**config.mk**
```make
export PLATFORM = sky130hd
export DESIGN_NAME = weight_stream_reader
export DESIGN_NICKNAME = d
export VERILOG_FILES = /design/src/rtl/weight_stream_reader.sv
export SDC_FILE = /design/constraint.sdc
export NUM_CORES = 1
export LEC_CHECK = 0
export BUFFER_PORTS_ARGS = -buffer_cell sky130_fd_sc_hd__buf_2
export CORE_ASPECT_RATIO = 0.9
export CORE_MARGIN = 1
export CORE_UTILIZATION = 56
export CTS_CLUSTER_DIAMETER = 120
export DETAILED_ROUTE_END_ITERATION = 8
export PLACE_DENSITY = 0.84
export SYNTH_ARGS = -nofsm -noshare
export SYNTH_HDL_FRONTEND = slang
export SYNTH_SLANG_ARGS = --single-unit
```
**constraint.sdc**
```tcl
create_clock -name CLK -period 6.4 [get_ports CLK]
set_input_delay 0.96 -clock CLK [delete_from_list [all_inputs] [get_ports CLK]]
set_output_delay 0.96 -clock CLK [all_outputs]
set_load 0.01 [all_outputs]
```
**src/rtl/weight_stream_reader.sv**
```systemverilog
// weight_stream_reader: streams a weight BRAM from address 0 through a 2-entry FIFO with ready/valid output
// Define WEIGHT_STREAM_CHECKSUM_EN to add a running modulo-2^DW CHECKSUM of transferred words.
module weight_stream_reader #(
    parameter int DEPTH = 28,
    parameter int AW    = 5,
    parameter int DW    = 16
) (
    input  logic          CLK,
    input  logic          RST,
    input  logic          START,
    output logic [AW-1:0] ADDR,
    output logic          EN,
    output logic          WE,
    input  logic [DW-1:0] MEM_DO,
    output logic [DW-1:0] W_DATA,
    output logic          W_VALID,
    input  logic          W_READY,
    output logic          W_LAST,
    output logic          BUSY,
    output logic          DONE,
    output logic [DW-1:0] CHECKSUM
);
    localparam logic [AW:0]   CNT_MAX   = (AW+1)'(DEPTH);
    localparam logic [AW-1:0] LAST_ADDR = AW'(DEPTH - 1);

    typedef enum logic [1:0] {IDLE, FETCH, DRAIN, FIN} state_t;

    state_t        state_q, state_d;
    logic [AW:0]   cnt_q, cnt_d;
    logic [AW-1:0] addr_q, addr_d;
    logic          en_q, en_d;
    logic [1:0]    occ_q, occ_d;
    logic [DW-1:0] d0_q, d0_d, d1_q, d1_d;
    logic          l0_q, l0_d, l1_q, l1_d;
    logic          busy_q, busy_d, done_q, done_d;
    logic          pop, wr1, can_issue;

    always_comb begin
        pop       = (occ_q != 2'd0) && W_READY;
        // occupancy at the end of this cycle; a read issued next cycle must still fit even if nothing drains
        occ_d     = occ_q + {1'b0, en_q} - {1'b0, pop};
        wr1       = occ_q != {1'b0, pop};
        can_issue = (cnt_q < CNT_MAX) && (occ_d < 2'd2);
        d0_d      = pop ? d1_q : d0_q;
        l0_d      = pop ? l1_q : l0_q;
        d1_d      = d1_q;
        l1_d      = l1_q;
        if (en_q && !wr1) begin
            d0_d = MEM_DO;
            l0_d = addr_q == LAST_ADDR;
        end
        if (en_q && wr1) begin
            d1_d = MEM_DO;
            l1_d = addr_q == LAST_ADDR;
        end
        state_d = state_q;
        cnt_d   = cnt_q;
        addr_d  = addr_q;
        en_d    = 1'b0;
        case (state_q)
            IDLE: if (START) begin
                state_d = FETCH;
                en_d    = 1'b1;
                addr_d  = '0;
                cnt_d   = (AW+1)'(1);
            end
            FETCH: begin
                if (can_issue) begin
                    en_d   = 1'b1;
                    addr_d = cnt_q[AW-1:0];
                    cnt_d  = cnt_q + (AW+1)'(1);
                end
                state_d = (cnt_d == CNT_MAX) ? DRAIN : FETCH;
            end
            DRAIN: state_d = (pop && l0_q) ? FIN : DRAIN;
            default: state_d = IDLE;
        endcase
        busy_d = (state_d == FETCH) || (state_d == DRAIN);
        done_d = state_d == FIN;
    end

    always_ff @(posedge CLK) begin
        if (RST) begin
            state_q <= IDLE;
            cnt_q   <= '0;
            addr_q  <= '0;
            en_q    <= 1'b0;
            occ_q   <= '0;
            d0_q    <= '0;
            d1_q    <= '0;
            l0_q    <= 1'b0;
            l1_q    <= 1'b0;
            busy_q  <= 1'b0;
            done_q  <= 1'b0;
        end else begin
            state_q <= state_d;
            cnt_q   <= cnt_d;
            addr_q  <= addr_d;
            en_q    <= en_d;
            occ_q   <= occ_d;
            d0_q    <= d0_d;
            d1_q    <= d1_d;
            l0_q    <= l0_d;
            l1_q    <= l1_d;
            busy_q  <= busy_d;
            done_q  <= done_d;
        end
    end

`ifdef WEIGHT_STREAM_CHECKSUM_EN
    logic [DW-1:0] sum_q, sum_d;

    always_comb sum_d = (state_q == IDLE && START) ? '0 : pop ? sum_q + d0_q : sum_q;

    always_ff @(posedge CLK) begin
        if (RST) sum_q <= '0;
        else     sum_q <= sum_d;
    end

    assign CHECKSUM = sum_q;
`else
    assign CHECKSUM = '0;
`endif

    assign ADDR    = addr_q;
    assign EN      = en_q;
    assign WE      = 1'b0;
    assign W_DATA  = d0_q;
    assign W_VALID = occ_q != 2'd0;
    assign W_LAST  = l0_q && (occ_q != 2'd0);
    assign BUSY    = busy_q;
    assign DONE    = done_q;
endmodule

```
==> out/qor.csv <==
metric,value,unit
synth top area cells,"dfxtp_1 43%, mux2i_1 9.1%, nand2_1 5.9%",
first-pass GRT wire length,7370,um
Min Hold Slack,0.458,ns
Final Slew Violations,0,
Fin. Hold Viols,0,
DRT iter0 DRCs,112,
Yosys cell types,44,
cts repair resizes,0,
die area,4580,um^2
n_diodes,0,
placed cell areas,2550,um^2
Worst-Margin Slew,1.09,ns
failing checks,DRC,
vias in the first global route,1655,
YS warnings,0,
Starting Density,58.9,%
setup TNS,0,ns
H-tree depth,2,
Post-CTS Setup Inserts,0,
Clock Pin Slew Worst Setup and Hold Paths,0.10,ns
setup violators final,0,
Max-Slew Margin vs Limit,26.9,%
vias per cell,5.23,
final non-filler cell total,362,
CTS tree,yes,
status,"finished, violations left",
Worst EP required,6.56,ns
initial antenna violation count,0,
DRT antenna net count,0,
final cycle utilization of the critical path,49.2,%
Power Density,253,nW/um^2
Crit. End Element,flip-flop,
Synth top cells by count,"52 x dfxtp_1, 38 x nand2_1, 32 x nor2_1, 22 x mux2i_1, 20 x a21oi_1",
Die W,71.2,um
share of layout cells above drive strength 1,20.1,%
highest clock rate,0.317,GHz
CTS sink cnt,52,
aggregate global-route resource usage,20.4,%
Cells after DPL,354,
R2R Setup Slk,3.71,ns
chip height,64.3,um
Worst VDD drop,0.145,mV
# IOs,63,
NumNets Final,336,
post-synthesis sequential area ratio,43.1,%
Synth-to-Final Area Change,10.3,%
main flop type after synthesis,dfxtp_1,
Startpoint Class,input port,
crit-path max FO,7,
# rows,22,
Post-synth ARST share,0,%
crit path DAT,3.31,ns
pin count of the biggest net entering global routing,56,
placer congestion estimate,0.847,
Final Cell Area,2660,um^2
Most Crowded Layer GR,met2,
"EDFF count, synth",0,
clock latency on the worst-skew pair,0.30,ns
TritonRoute pass-1 iters,6,
Synth Register Bits,52,
Port Buf Inserts,45,
Max Cap Viol,0,
Worst Skew,0.00912,ns
"Cell Area, Synth",2410,um^2
Max clock buf depth,2,
hold buffers post-CTS,0,
fillers,337,
core area,4100,um^2
Hold Path Class,reg2reg,
Mapped Cells,279,
cell accounting for the most synthesized area,dfxtp_1,
RSZ-0062 raised after global routing,no,
DRC viols,2,
hpwl dp,3040,um
Mean Syn Cell Area,8.66,um^2
drt total wl,4430,um
wire length per cell,12.2,um
total CTS buffers,5,
Tmin final,3.15,ns
M1 GR Usage,26.6,%
Leak Pwr,0.00125,uW
M2 GR Usage,32.9,%
Vias,1893,
most common cell in the netlist,dfxtp_1,
top cell type's share of synthesized area,43.1,%
Setup Crit Path Kind,in2reg,
"Remaining Overflow, GRT",0,
root buffer cell,clkbuf_8,
M3 GR Usage,6.47,%
==> stage by stage <==
stage	utilization (%)	worst slack (ns)	total power, uW
final	64.9	3.25	675
after global routing	64.9	3.07	710
after CTS	64.9	3.25	679
after detailed placement	62.2	2.93	462
after global placement	62.2	3.03	459
after floorplan	-	3.31	440
==> placed cells by master (no fill, tap or decap), types with 2 or more instances in the layout <==
master | synthesis | final
a211oi_1 | 18 | 18
a21o_2 | 2 | 2
a21oi_1 | 20 | 20
a31oi_1 | 4 | 4
and2_1 | 2 | 2
and2b_2 | 2 | 2
buf_2 | 1 | 45
clkbuf_8 | 0 | 5
conb_1 | 1 | 17
dfxtp_1 | 52 | 52
ha_1 | 3 | 3
mux2i_1 | 22 | 22
nand2_1 | 38 | 38
nand2b_1 | 5 | 5
nand3_1 | 4 | 4
nor2_1 | 32 | 32
nor2b_1 | 12 | 12
nor3_1 | 3 | 3
nor3b_1 | 2 | 2
o21ai_0 | 2 | 2
==> flip-flops by register name (all words and copies together), names as in the netlist <==
name	count
cnt_q	6
W_DATA	16
d1_q	16
DONE	1
state_q	2
occ_q	2
BUSY	1
l0_q	1
ADDR	5
EN	1
l1_q	1
==> metal layers <==
layer	wire length, um	up-vias
met3	224	2
met4	25	0
met5	0	-
li1	-	983
met1	2190	861
met2	1990	47
==> worst max-delay path: stages <==
cell and delay (ns):
buf_2 0.12, and2b_2 0.24, a21o_2 0.19, ha_1 0.22, nor2b_1 0.14, a211o_1 0.28
nor2_1 0.34, a31oi_1 0.23, o2bb2ai_1 0.18, ha_1 0.28, nor2b_1 0.12
==> cell type report <==
type	instances	area (um^2)	share of cell area, %
multi-input combinational	207	1210	45.6
sequential	52	1040	39.1
timing repair buffer	46	233	8.74
clock buffer	5	68.8	2.58
tap	48	60.1	2.25
clock inverter	3	42.5	1.60
inverter	1	3.75	0.141
==> cells by family (layout without fill, tap and decap cells) <==
| kind of cell | Yosys count | in the layout | share of synthesized area, % |
|---|---|---|---|
| other | 1 | 17 | 0.155 |
| XOR/XNOR | 1 | 1 | 0.363 |
| AND/OR/NAND/NOR | 110 | 110 | 21.9 |
| flip-flops | 52 | 52 | 43.1 |
| adder cells (fa/ha/maj) | 3 | 3 | 1.55 |
| multiplexers | 23 | 23 | 9.59 |
| AO/OA/AOI/OAI | 53 | 53 | 14.2 |
| buffers and inverters | 36 | 55 | 9.07 |
==> where the power goes <==
group / switching [uW] / internal, uW
combinational: 59.7 / 40.8
sequential: 12.5 / 342
clock: 104 / 116
==> worst paths after layout <==
check	from	end	cells past startpoint
max	W_READY	BUSY	11
min	d1_q[0]	d1_q[0]	2
max reg2reg	occ_q[0]	BUSY	10
min reg2reg	d1_q[0]	d1_q[0]	2
(Power assumes the default switching activity.)
